## config.mk

```make
export PLATFORM = sky130hd
export DESIGN_NAME = mul_pipe_n
export DESIGN_NICKNAME = d
export VERILOG_FILES = /design/src/rtl/mul_pkg.sv /design/src/rtl/mul_pipe_stage.sv /design/src/rtl/mul_pipe_n.sv
export SDC_FILE = /design/constraint.sdc
export NUM_CORES = 1
export LEC_CHECK = 0
export CAP_MARGIN = 40
export CORE_MARGIN = 3
export CORE_UTILIZATION = 45
export CTS_CLUSTER_DIAMETER = 80
export DETAILED_ROUTE_END_ITERATION = 8
export GPL_ROUTABILITY_DRIVEN = 0
export PLACE_DENSITY = 0.58
export SLEW_MARGIN = 10
export SYNTH_ARGS = -nofsm -noshare
export SYNTH_HDL_FRONTEND = slang
export SYNTH_SLANG_ARGS = --single-unit
```

## constraint.sdc

```tcl
create_clock -name clk -period 3.3 [get_ports clk]
set_clock_uncertainty 0.1 [all_clocks]
set_input_delay 0.33 -clock clk [delete_from_list [all_inputs] [get_ports clk]]
set_output_delay 0.33 -clock clk [all_outputs]
set_load 0.02 [all_outputs]
```

## src/rtl/mul_pkg.sv

```systemverilog
// rtl/mul_pkg.sv - shared sizing helpers and operand extension for the pipelined multiplier
package mul_pkg;

    function automatic int lat(input int width);
        return width - 1;
    endfunction

    function automatic int pw(input int width);
        return 2 * width;
    endfunction

    // Sign- or zero-extends the low `width` bits of a to 64 bits; callers truncate to 2*WIDTH.
    function automatic logic [63:0] ext_operand(input logic [31:0] a, input logic sgn, input int width);
        logic [63:0] r;
        logic        msb;
        msb = sgn & a[5'(width - 1)];
        for (int i = 0; i < 64; i++) begin
            r[i] = (i < width) ? a[i[4:0]] : msb;
        end
        return r;
    endfunction

endpackage

```

## src/rtl/mul_pipe_stage.sv

```systemverilog
// rtl/mul_pipe_stage.sv - one accumulation stage: adds (or, for the signed MSB row, subtracts) row K
module mul_pipe_stage
    import mul_pkg::*;
#(
    parameter int WIDTH = 8,
    parameter int K     = 1
) (
    input  logic                 clk,
    input  logic                 rst,
    input  logic                 ce,
    input  logic [2*WIDTH-1:0]   sum_in,
    input  logic [WIDTH-1:0]     a_in,
    input  logic [WIDTH-1:0]     b_in,
    input  logic                 sgn_in,
    input  logic                 valid_in,
    output logic [2*WIDTH-1:0]   sum_out,
    output logic [WIDTH-1:0]     a_out,
    output logic [WIDTH-1:0]     b_out,
    output logic                 sgn_out,
    output logic                 valid_out
);

    localparam int PW = pw(WIDTH);

    logic [31:0]   a_wide;
    logic [PW-1:0] ext;
    logic [PW-1:0] row;
    logic [PW-1:0] sum_next;

    always_comb begin
        a_wide              = '0;
        a_wide[WIDTH-1:0]   = a_in;
        ext                 = PW'(ext_operand(a_wide, sgn_in, WIDTH));
        row                 = b_in[K] ? (ext << K) : '0;
        // The b MSB carries negative weight in two's complement.
        sum_next            = (sgn_in && (K == WIDTH - 1)) ? (sum_in - row) : (sum_in + row);
    end

    always_ff @(posedge clk) begin
        if (rst) begin
            sum_out   <= '0;
            a_out     <= '0;
            b_out     <= '0;
            sgn_out   <= 1'b0;
            valid_out <= 1'b0;
        end else if (ce) begin
            sum_out   <= sum_next;
            a_out     <= a_in;
            b_out     <= b_in;
            sgn_out   <= sgn_in;
            valid_out <= valid_in;
        end
    end

endmodule

```

## src/rtl/mul_pipe_n.sv

```systemverilog
// rtl/mul_pipe_n.sv - parametrised pipelined array multiplier with per-sample signed mode
module mul_pipe_n
    import mul_pkg::*;
#(
    parameter int WIDTH = 8
) (
    input  logic                 clk,
    input  logic                 rst,
    input  logic                 ce,
    input  logic                 in_valid,
    input  logic                 sgn,
    input  logic [WIDTH-1:0]     a,
    input  logic [WIDTH-1:0]     b,
    output logic                 out_valid,
    output logic                 out_sgn,
    output logic [2*WIDTH-1:0]   p
);

    localparam int LAT = lat(WIDTH);
    localparam int PW  = pw(WIDTH);

    logic [PW-1:0]    sum_r   [1:LAT];
    logic [WIDTH-1:0] a_r     [1:LAT];
    logic [WIDTH-1:0] b_r     [1:LAT];
    logic             sgn_r   [1:LAT];
    logic             valid_r [1:LAT];

    logic [31:0]   a_wide;
    logic [PW-1:0] row0;

    // Stage 1 folds row 0 in from the live inputs, so it is a two-row stage.
    always_comb begin
        a_wide            = '0;
        a_wide[WIDTH-1:0] = a;
        row0              = b[0] ? PW'(ext_operand(a_wide, sgn, WIDTH)) : '0;
    end

    mul_pipe_stage #(.WIDTH(WIDTH), .K(1)) u_stage1 (
        .clk       (clk),
        .rst       (rst),
        .ce        (ce),
        .sum_in    (row0),
        .a_in      (a),
        .b_in      (b),
        .sgn_in    (sgn),
        .valid_in  (in_valid),
        .sum_out   (sum_r[1]),
        .a_out     (a_r[1]),
        .b_out     (b_r[1]),
        .sgn_out   (sgn_r[1]),
        .valid_out (valid_r[1])
    );

    for (genvar k = 2; k <= LAT; k++) begin : g_stage
        mul_pipe_stage #(.WIDTH(WIDTH), .K(k)) u_stage (
            .clk       (clk),
            .rst       (rst),
            .ce        (ce),
            .sum_in    (sum_r[k-1]),
            .a_in      (a_r[k-1]),
            .b_in      (b_r[k-1]),
            .sgn_in    (sgn_r[k-1]),
            .valid_in  (valid_r[k-1]),
            .sum_out   (sum_r[k]),
            .a_out     (a_r[k]),
            .b_out     (b_r[k]),
            .sgn_out   (sgn_r[k]),
            .valid_out (valid_r[k])
        );
    end

    assign p         = sum_r[LAT];
    assign out_valid = valid_r[LAT];
    assign out_sgn   = sgn_r[LAT];

endmodule
```

* Word level (Yosys, flattened, before mapping)
Cells that the tools add are included.
** Word-level totals
- Bits in registers :: 222
- Input port bits :: 21
- Output and inout bits :: 18
- Logic and storage cells :: 57
** Operators by class
- Add/subtract/negate cells :: 8
- Mux-type cells :: 9
- Bitwise operators :: 7
** Operators with widths (count)
- $mux 16 :: 9
- $add 16x16->16 :: 7
- $sub 16x16->16 :: 1
- $and 1x1->1 :: 7

* Longest topological paths before layout
Gate-level depths: netlist of the first run.
- Word-level depth :: 4
- Depth in mapped cells :: 13
- Depth with buffers taken out :: 12

* Cells and area by module
Synthesis of the first run repeated with hierarchy kept, for this count alone.
** Second synthesis, totals
- Cells, all modules :: 1401
- Area, all modules :: 12789.8 um^2
** By module, submodules not included
- mul_pipe_stage (u_stage1) :: instances 1, cells an instance 225, area an instance 2044.5 um^2, sequential area each 680.7 um^2
- mul_pipe_stage (g_stage[2].u_stage) :: instances 1, cells an instance 219, area an instance 1883.1 um^2, sequential area each 680.7 um^2
- mul_pipe_stage (g_stage[4].u_stage) :: instances 1, cells an instance 199, area an instance 1808.0 um^2, sequential area each 680.7 um^2
- mul_pipe_stage (g_stage[3].u_stage) :: instances 1, cells an instance 191, area an instance 1793.0 um^2, sequential area each 680.7 um^2
- mul_pipe_stage (g_stage[5].u_stage) :: instances 1, cells an instance 193, area an instance 1783.0 um^2, sequential area each 680.7 um^2
- mul_pipe_stage (g_stage[7].u_stage) :: instances 1, cells an instance 191, area an instance 1754.2 um^2, sequential area each 680.7 um^2
- mul_pipe_stage (g_stage[6].u_stage) :: instances 1, cells an instance 174, area an instance 1657.8 um^2, sequential area each 680.7 um^2
- mul_pipe_n :: instances 1, cells an instance 9, area an instance 66.3 um^2, sequential area each 0.0 um^2

* Least setup slack after synthesis of the first run
No wires, ideal clock.
- Kind :: register to register
- Start :: register g_stage[6].u_stage.b_out[7]
- End :: register g_stage[7].u_stage.sum_out[15]
- Arrival time :: 2.601 ns
- Data required time :: 3.114 ns
- Path slack :: 0.514 ns
- Stages on the path, launching flop included :: 13
- Buffers on the path :: 1
- Cells stage by stage :: dfxtp_1 > clkbuf_1 > nand2_1 > ha_1 > nor2_1 > xor2_1 > ha_1 > a21oi_1 > nand2_1 > a41oi_1 > a21oi_1 > xnor2_1 > a211oi_1
** Between the ends
- Word-level cells in the longest chain between the ends :: 3
- Elaborated cells on any way between the ends :: 4
** RTL lines
- start, declared :: line mul_pipe_stage.sv:18 : output logic [WIDTH-1:0] b_out,
- start signal, assigned :: line mul_pipe_stage.sv:49 : b_out <= b_in;
- $mux 16 (*) :: line mul_pipe_stage.sv:34 : row = b_in[K] ? (ext << K) : '0;
- $add 16x16->16 / $sub 16x16->16 (equally long branches) :: line mul_pipe_stage.sv:36 : sum_next = (sgn_in && (K == WIDTH - 1)) ? (sum_in - row) : (sum_in + row);
- $mux 16 (*) :: line mul_pipe_stage.sv:36
- end signal, assigned :: line mul_pipe_stage.sv:47 : sum_out <= sum_next;
- end, declared :: line mul_pipe_stage.sv:16 : output logic [2*WIDTH-1:0] sum_out,
Every way passes the cells marked *; elsewhere a longest branch is shown, timed or not.
A chain may end at the register's enable or synchronous reset.

* Final worst setup path of the first run
- Start :: register g_stage[6].u_stage.a_out[2]
- End :: register g_stage[7].u_stage.sum_out[15]
** Between the ends
- Word-level cells in the longest chain between the ends :: 3
- Elaborated cells on any way between the ends :: 4
** RTL lines
- start, declared :: line mul_pipe_stage.sv:17 : output logic [WIDTH-1:0] a_out,
- start signal, assigned :: line mul_pipe_stage.sv:48 : a_out <= a_in;
- $mux 16 (*) :: line mul_pipe_stage.sv:34
- $add 16x16->16 / $sub 16x16->16 (equally long branches) :: line mul_pipe_stage.sv:36
- $mux 16 (*) :: line mul_pipe_stage.sv:36
Marked as above.

==> results of run 1 <==
## registers in the layout, indices dropped and copies added, names as in the netlist
signal and count:
g_stage.u_stage.a_out 40, g_stage.u_stage.b_out 15, g_stage.u_stage.sgn_out 6, g_stage.u_stage.sum_out 96, g_stage.u_stage.valid_out 6, u_stage1.a_out 8, u_stage1.b_out 6, u_stage1.sgn_out 1
u_stage1.sum_out 16, u_stage1.valid_out 1
## cells in the mapped netlist (9+ instances only)
master	count	area share, %
and2_1	57	3.5
dfxtp_1	195	38
nand2_1	53	2.0
a21o_1	20	1.5
a21oi_1	48	2.4
clkbuf_1	27	1.0
xnor2_1	34	2.9
nor3_1	10	0.49
a211oi_1	24	1.8
o21bai_1	9	0.67
o21ai_0	46	2.3
inv_1	23	0.85
buf_2	14	0.69
o22ai_1	9	0.55
nand3_1	12	0.59
nor2_1	203	7.5
mux2i_1	135	13
o21a_1	12	0.89
xor2_1	28	2.4
ha_1	73	9.0
## worst min path at each step
stage                                     end  cells past startpoint                      startpoint  slack (ps)
5_1_grt                   u_stage1.sum_out[4]                      2                             rst         170
4_1_cts                   u_stage1.sum_out[4]                      2                             rst         160
3_5_place_dp   g_stage[2].u_stage.sum_out[12]                      2  g_stage[2].u_stage.sum_out[12]         350
6_report                  u_stage1.sum_out[4]                      2                             rst         170
3_3_place_gp   g_stage[7].u_stage.sum_out[12]                      2  g_stage[7].u_stage.sum_out[12]         340
2_1_floorplan  g_stage[2].u_stage.sum_out[10]                      2  g_stage[2].u_stage.sum_out[10]         330
## worst reg2reg max path: stages, from the launching register on
cell and delay (ps):
dfxtp_1 370, or2_2 330, o41ai_1 450, nor2_1 100, xor2_1 180, ha_1 330
a21oi_1 150, nand2_1 70, a41oi_1 290, a21oi_1 140, xnor2_1 150, a211oi_1 210
## power by group through the flow
stage          registers, mW  logic, mW  clock network (mW)
3_3_place_gp            2.52      0.430                   0
2_1_floorplan           2.51      0.320                   0
3_5_place_dp            2.52      0.433                   0
4_1_cts                 2.47      0.436                2.12
5_1_grt                 2.48      0.481                2.20
6_report                2.47      0.430                2.04
## per-layer routing
metal  share of wire (%)  up-vias  GRT usage (%)
met5                   0        -              0
met4                 1.0        0           4.71
met3                 2.1       12           2.65
met2                  48       54           28.7
met1                  49     3424           22.9
li1                    -     3989              -
## cells by family (layout without fill, tap and decap cells)
logic type / count (synthesis) / in the layout / synth area share, %
simple gates: 368 / 368 / 16.3
compound gates: 212 / 212 / 13.6
flops: 195 / 195 / 38.4
mux: 135 / 135 / 13.3
fa+ha+maj: 79 / 79 / 10.2
buf+inv: 72 / 103 / 2.83
xor+xnor: 62 / 62 / 5.35
## per-stage QoR
step / setup WS [ps] / instance area [sq um] / hold slack [ps] / std cells / utilization (%)
finish: 352 / 11400 / 166 / 1434 / 51.6
global route: 108 / 11400 / 174 / 1434 / 51.6
CTS: 353 / 11400 / 156 / 1434 / 51.6
detailed placement: 321 / 10800 / 349 / 1402 / 48.9
global placement: 399 / 10800 / 342 / 1401 / 48.9
floorplan: 514 / 10200 / 332 / 1123 / -
## layout make-up
| class | instances | area, sq um |
|---|---|---|
| multi-input combinational | 856 | 5960 |
| clock inverter | 15 | 159 |
| inverter | 24 | 90.1 |
| clock buffer | 17 | 425 |
| sequential | 195 | 3900 |
| tap | 280 | 350 |
| fill | 2096 | 10700 |
| timing repair buffer | 47 | 467 |
==> metrics.yaml, run 1 <==
clock.fmax_mhz: 339
internal_power_mw: 3.63
cp.depth: 11
tns_ps: 0
relSlewSlack_pct: 52.2
cts_root_buf: "clkbuf_16"
hold_viol: 0
drv_cap: 0
start_util_pct: 46.1
crit_type: "register to register"
r2r_cells: 11
die_w_um: 156
min_period_ps: 2950
critical_path.n_buffers_inverters: 0
synth-seq-cells: 195
pin_count: 39
syn2layout_area_growth_pct: 11.9
crit_top_cell: "a21oi_1"
first_pass_iters: 4
synth-edff-count: 0
via_per_inst: 5.22
switchingPower_mw: 1.31
cp-start-kind: "register"
grt_pass1_wl_um: 34500
synth_area_sq_um: 10200
portBuffers: 38
tightestPinTransition_ps: 699
wl_per_cell_um: 14.0
switching_share_pct: 26.6
synth_async_sr_flop_share_pct: 0
clock_latency_ps: 440
synth_cell_types: 60
peakVddDrop_mv: 0.296
antenna_found_initial: 0
path_cells: "or2_2, o41ai_1, nor2_1, xor2_1, ha_1, a21oi_1, nand2_1, a41oi_1, a21oi_1, xnor2_1, a211oi_1"
grtUsageTotal_pct: 17.1
synth-warning-count: 0
ant_nets: 0
crit_family: "compound AO/OA/AOI/OAI gates"
synth_nets: 1223
clock_power_share_pct: 41.4
slowest_delay_ps: 450
cts_sinks: 195
power.share.sequential_pct: 49.9
dp_hpwl_um: 14000
crit_slowest_cell: "o41ai_1"
cts-htree-levels: 4
drv_slew: 0
min_path_type: "input pin to register"
worst_setup_path_end_kind: "register"
r2r_slack_ps: 350
cp_data_arrival_time_ps: 3190
cts_tree: "built"
cts_resized: 0
critPathMaxFanout: 6
grt_max_degree: 93
syn_avg_cell_area_sq_um: 9.04
mostFrequentLayoutCells: "203 x nor2_1, 195 x dfxtp_1, 135 x mux2i_1"
cp_data_required_time_ps: 3550
final_nets: 1241
dr_total_vias: 7479
overflow: 0
worstReg2RegStart: "g_stage[6].u_stage.a_out[2]"
fin_crit_sh_pct: 89.3
drc_errors: 0
seq_area_frac_synth_pct: 38.4
regToRegEndpoint: "g_stage[7].u_stage.sum_out[15]"
cts_setup_buffers: 0
cts_hold_buffers: 0
core_area_sq_um: 22000
die_area_sq_um: 24400
drtIter0Drc: 294
cellPowerDensity_nw_per_um2: 435
syn_inst: 1123
synthFlopType: "dfxtp_1"
antennaDiodeCount: 0
p_leak_nw: 5.04
drive_above_1_share_pct: 4.42
outcome: "finished, final reports clean"
first_global_vias: 7050
die_h_um: 156
clk_pin_slew_ps: 80
rsz0062_at_grt: "false"
setup_viol: 0
critPathLaunch: "g_stage[6].u_stage.a_out[2]"
wirelength_um: 20100
cts_max_path_buffers: 2
power_mw: 4.94
crit_end: "g_stage[7].u_stage.sum_out[15]"
cts-buffers-inserted: 17
rows: 54
final_common_cell: "nor2_1"
combPwrFrac_pct: 8.7
(Power assumes the default switching activity.)
==> run 2: changes to the inputs <==
Settings changed: GPL_ROUTABILITY_DRIVEN 0 to unset, PLACE_DENSITY 0.58 to 0.68, REMOVE_ABC_BUFFERS set to 1.
==> run 2 against run 1 <==
Sequential power barely moved. Die area did not move. Cell area barely moved. Combinational power barely moved. Sequential cell count did not move. Worst setup slack got worse by 26 ps. Total power fell by 0.93%. First-iteration DRC count rose by 21%. Non-clock buffer count rose by 1. Sequential share of layout area barely moved. Core utilization barely moved. Largest cell class unchanged. Highest routed layer unchanged.
==> metrics.yaml, run 2 (synthesis gave the netlist of run 1 again) <==
outcome: "finished, final reports clean"  # unchanged
nFillCells: 2030  # was 2096
dp_hpwl_um: 13300  # was 14000 um
crit_top_cell: "a21oi_1"  # unchanged
reg.largest.list: "g_stage.u_stage.sum_out: 96 flops, g_stage.u_stage.a_out: 40 flops, u_stage1.sum_out: 16 flops"  # unchanged
hold_viol: 0  # unchanged
final_common_cell: "nor2_1"  # unchanged
cts_resized: 0  # unchanged
rows: 54  # unchanged
r2r_slack_ps: 330  # was 350 ps
fin_crit_sh_pct: 90.1  # was 89.3%
portBuffers: 38  # unchanged
cts-htree-levels: 4  # unchanged
drv_slew: 0  # unchanged
first_pass_iters: 6  # was 4
first_global_vias: 7332  # was 7050
r2r_cells: 11  # unchanged
hold_end: "u_stage1.sgn_out"  # was u_stage1.sum_out[4]
largest_reg_flops: 96  # unchanged
pin_count: 39  # unchanged
mostFrequentLayoutCells: "203 x nor2_1, 195 x dfxtp_1, 135 x mux2i_1"  # unchanged
cts-buffers-inserted: 17  # unchanged
drtIter0Drc: 357  # was 294
cp_data_required_time_ps: 3550  # about the same
relSlewSlack_pct: 46.6  # was 52.2%
final_nets: 1242  # was 1241
crit_family: "compound AO/OA/AOI/OAI gates"  # unchanged
wl_per_cell_um: 13.3  # was 14.0 um
syn2layout_area_growth_pct: 11.9  # about the same
crit_slowest_cell: "o41ai_1"  # unchanged
die_h_um: 156  # unchanged
antennaDiodeCount: 0  # unchanged
p_leak_nw: 5.04  # about the same
cts_setup_buffers: 0  # unchanged
peakVddDrop_mv: 0.310  # was 0.296 mV
ant_nets: 0  # unchanged
cts_root_buf: "clkbuf_16"  # unchanged
rsz0062_at_grt: "false"  # unchanged
whs_path_depth: 2  # unchanged
cts_tree: "built"  # unchanged
min_path_type: "input pin to register"  # unchanged
largest-register: "g_stage.u_stage.sum_out"  # unchanged
cp-start-kind: "register"  # unchanged
post_dp_cell_area_sq_um: 10800  # about the same
critPathMaxFanout: 6  # unchanged
regToRegEndpoint: "g_stage[7].u_stage.sum_out[15]"  # unchanged
setup_viol: 0  # unchanged
grtUsageTotal_pct: 16.2  # was 17.1%
gp_congestion: 0.848
grt_pass1_wl_um: 33500  # was 34500 um
cts_hold_buffers: 0  # unchanged
worstReg2RegStart: "g_stage[6].u_stage.a_out[2]"  # unchanged
wirelength_um: 19100  # was 20100 um
dr_total_vias: 7592  # was 7479
clk_pin_slew_ps: 80  # about the same
critPathLaunch: "g_stage[6].u_stage.a_out[2]"  # unchanged
drc_errors: 0  # unchanged
antenna_found_initial: 0  # unchanged
worst_hold_startpoint: "rst"  # unchanged
start_util_pct: 46.1  # unchanged
slowest_delay_ps: 490  # was 450 ps
path_cells: "or2_2, o41ai_1, nor2_1, xor2_1, ha_1, a21oi_1, nand2_1, a41oi_1, a21oi_1, xnor2_1, a211oi_1"  # unchanged
cellPowerDensity_nw_per_um2: 431  # was 435 nW/um^2
cts_max_path_buffers: 2  # unchanged
critical_path.n_buffers_inverters: 0  # unchanged
fin_ws_ps: 326  # was 352 ps
overflow: 0  # unchanged
drive_above_1_share_pct: 4.50  # was 4.42%
clock.fmax_mhz: 336  # was 339 MHz
crit_type: "register to register"  # unchanged
clock_latency_ps: 430  # was 440 ps
tns_ps: 0  # unchanged
via_per_inst: 5.29  # was 5.22
final_area_sq_um: 11400  # about the same
core_area_sq_um: 22000  # unchanged
die_w_um: 156  # unchanged
cp_data_arrival_time_ps: 3220  # was 3190 ps
grt_max_degree: 69  # was 93
place_ws_ps: 343  # was 321 ps
die_area_sq_um: 24400  # unchanged
final_core_utilization_pct: 51.6  # about the same
min_period_ps: 2970  # was 2950 ps
cts_sinks: 195  # unchanged
tightestPinTransition_ps: 798  # was 699 ps
drv_cap: 0  # unchanged
worst_setup_path_end_kind: "register"  # unchanged
==> run 2: area by class of cell <==
class / count / area (sq um) / share of cell area [%]
inverter: 24 / 90.1 / 0.793
multi-input combinational: 856 / 5960 / 52.5
sequential: 195 / 3900 / 34.4
tap: 280 / 350 / 3.08
clock inverter: 15 / 146 / 1.29
timing repair buffer: 48 / 482 / 4.24
clock buffer: 17 / 425 / 3.74
==> run 2: layer usage <==
layer / GRT usage (%) / vias to the layer above / wire length, um
li1: - / 3983 / -
met1: 20.2 / 3499 / 9110
met2: 28.9 / 84 / 9290
met3: 2.90 / 26 / 415
met4: 4.59 / 0 / 256
met5: 0 / - / 0
==> run 2: power breakdown <==
group / switching, mW / internal (mW) / total (mW)
Sequential: 0.0466 / 2.42 / 2.47
Clock: 0.996 / 1.00 / 2.00
Combinational: 0.237 / 0.192 / 0.429
Total: 1.28 / 3.62 / 4.89
==> run 2: through the flow <==
| step | hold WS [ps] | total power, mW | cells |
|---|---|---|---|
| global placement | 340 | 2.94 | 1402 |
| global route | 153 | 5.11 | 1435 |
| CTS | 138 | 4.95 | 1434 |
| floorplan | 295 | 2.76 | 1075 |
| finish | 142 | 4.89 | 1435 |
| detailed placement | 345 | 2.95 | 1402 |
==> run 2: worst max path at each step <==
stage	endpoint	slack, ps	cells after the start
after floorplan	g_stage[7].u_stage.sum_out[15]	640	11
after global placement	g_stage[7].u_stage.sum_out[15]	410	11
after detailed placement	g_stage[7].u_stage.sum_out[15]	340	11
after CTS	g_stage[7].u_stage.sum_out[15]	320	11
after global routing	g_stage[7].u_stage.sum_out[15]	120	11
final	g_stage[7].u_stage.sum_out[15]	330	11
==> RTL edit: new RTL, config.mk and constraints of run 2 <==
`WIDTH` is set to 8 in 2 places; all go to 12.
--- a/src/rtl/mul_pipe_stage.sv
+++ b/src/rtl/mul_pipe_stage.sv
@@ -2,7 +2,7 @@
 module mul_pipe_stage
     import mul_pkg::*;
 #(
-    parameter int WIDTH = 8,
+    parameter int WIDTH = 12,
     parameter int K     = 1
 ) (
     input  logic                 clk,
--- a/src/rtl/mul_pipe_n.sv
+++ b/src/rtl/mul_pipe_n.sv
@@ -2,7 +2,7 @@
 module mul_pipe_n
     import mul_pkg::*;
 #(
-    parameter int WIDTH = 8
+    parameter int WIDTH = 12
 ) (
     input  logic                 clk,
     input  logic                 rst,
Ports: changed (resized a, b and p); port bits go from 39 to 55. The function was not compared with the original's and may differ.
==> RTL edit against run 2 <==
Routed wire length grew to 2.8 times the old value. First-iteration DRC count is 120% higher. Fmax down 5.0%. Final area rose by 150%. Synthesized area is 150% higher. Sequential cell count up 266. Combinational power grew 110%. Total power increased to 2.6 times the old value. Worst setup slack lost 160 ps.
==> RTL edit: results (changes against run 2) <==
status=finished, final reports clean; crit path max-delay cell type=dfxtp_1; Reg clk slew, reported paths=60 ps (-20 ps); PortBufs=54 (+42%); synth cell count leaders=nor2_1, dfxtp_1, mux2i_1, ha_1, nand2_1; placer congestion estimate=0.8754 (+3.2%); met3 GRT Util=0.02300 (-0.006041); post-synth cell types=73 (+22%); top layer used by detailed routing=met4; DRT Wirelength=53.61 mm (+180%); Top Registers=g_stage.u_stage.sum_out x240, g_stage.u_stage.a_out x108, g_stage.u_stage.b_out x45; DR vias=19600 (+160%); Clk Latency, worst-skew pair=590 ps (+160 ps); Max transition margin=0.4152 (-0.05092); met1 usage=0.2095 (+0.007111); clock buffer count from CTS=50 (+33); diode count=0 (unchanged); largest net degree at the start of global routing=131 (+90%); nets=3044 (+150%); crit path from=g_stage[6].u_stage.b_out[7]; metal3 WL=1.635 mm (+290%); Detailed Routing Iterations Pass 1=4 (-2); Placed Cells incl. Taps=3468 (+150%); Crit path largest cell delay=440 ps (-50 ps); worst-path maximum fanout=5 (-1); CTS H-tree lvls=2 (-2); delay-heaviest family, CP=compound AO/OA/AOI/OAI gates; dpl hpwl=37.43 mm (+180%); WP data arrival=3500 ps (+280 ps); Worst VDD drop=389.6 uV (+26%); clk root buf=clkbuf_16; Hold Path Origin=ce; met2 usage=0.3419 (+0.05327); drt first-iter violations=769 (+120%); Met2 Routed Length=27.20 mm (+190%); ys flop type=dfxtp_1; worst min-delay path class=in2reg; Synthesis Warnings=0 (unchanged); count leader, synth=nor2_1; initial antenna violation count=0 (unchanged); final setup fails=0 (unchanged); clock buffer depth=3 (+1); Cells after Synth=2801 (+150%); GRT Resource Usage Total=0.1833 (+0.02080); P_leak=0.01258 uW (+150%); first-pass GRT wire length=90.53 mm (+170%); layout cell share with drive strength beyond 1=0.05835 (+0.01333); asr flop ratio synth=0 (unchanged); Setup Slack @ Placement=-143.0 ps (-486.1 ps); M1 WL=22.81 mm (+150%); sequential area share after synthesis=0.3707 (-0.01374); Area contributors post-synth=dfxtp_1, mux2i_1, ha_1; Via-to-Cell Ratio=5.510 (+4.1%)
[RTL edit: kinds of logic after synthesis]
family / synth area share
flops: 0.3707
mux: 0.1327
compound gates: 0.1471
simple gates: 0.1731
xor+xnor: 0.04960
buf+inv: 0.02875
fa+ha+maj: 0.09800
[RTL edit: where the power goes]
group | switching [uW] | total (uW) | internal (uW)
sequential | 79.0 | 5760 | 5690
combinational | 512 | 887 | 375
clock | 2280 | 5950 | 3670
total | 2870 | 12600 | 9730
[RTL edit: repair_timing]
| action | 4_1_cts | 5_1_grt |
|---|---|---|
| hold endpoints to repair | 11 | 0 |
| setup endpoints to repair | 1 | 9 |
| resized for setup | 2 | 11 |
| setup buffers | 0 | 1 |
| hold buffers | 1 | 0 |
| pin swaps | 0 | 3 |
[RTL edit: cell type report]
cell class | count | area [sq um]
clock buffer | 67 | 1436
clock inverter | 21 | 332.8
fill | 4985 | 26090
inverter | 56 | 210.2
multi-input combinational | 2150 | 15010
sequential | 461 | 9230
tap | 696 | 870.8
timing repair buffer | 107 | 1051
[RTL edit: worst paths after layout]
check                                                        to  slack, ps  cells past startpoint
worst min register to register  g_stage[11].u_stage.sum_out[23]        350                      2
worst max register to register   g_stage[7].u_stage.sum_out[23]        170                     11
worst max-delay path             g_stage[7].u_stage.sum_out[23]        170                     11
worst min-delay path              g_stage[9].u_stage.sum_out[9]        100                      3
[RTL edit: metrics by stage]
step	instance area [sq um]	util	hold WS, ps	total power [uW]	TNS (ps)
4_1_cts	28090	0.5179	54.70	12770	0
6_report	28150	0.5189	98.20	12600	0
3_3_place_gp	26290	0.4847	339.9	6742	-224.1
3_5_place_dp	26310	0.4850	349.1	6769	-650.2
2_1_floorplan	24390	-	299.1	6350	0
5_1_grt	28150	0.5189	95.80	13080	-130.0
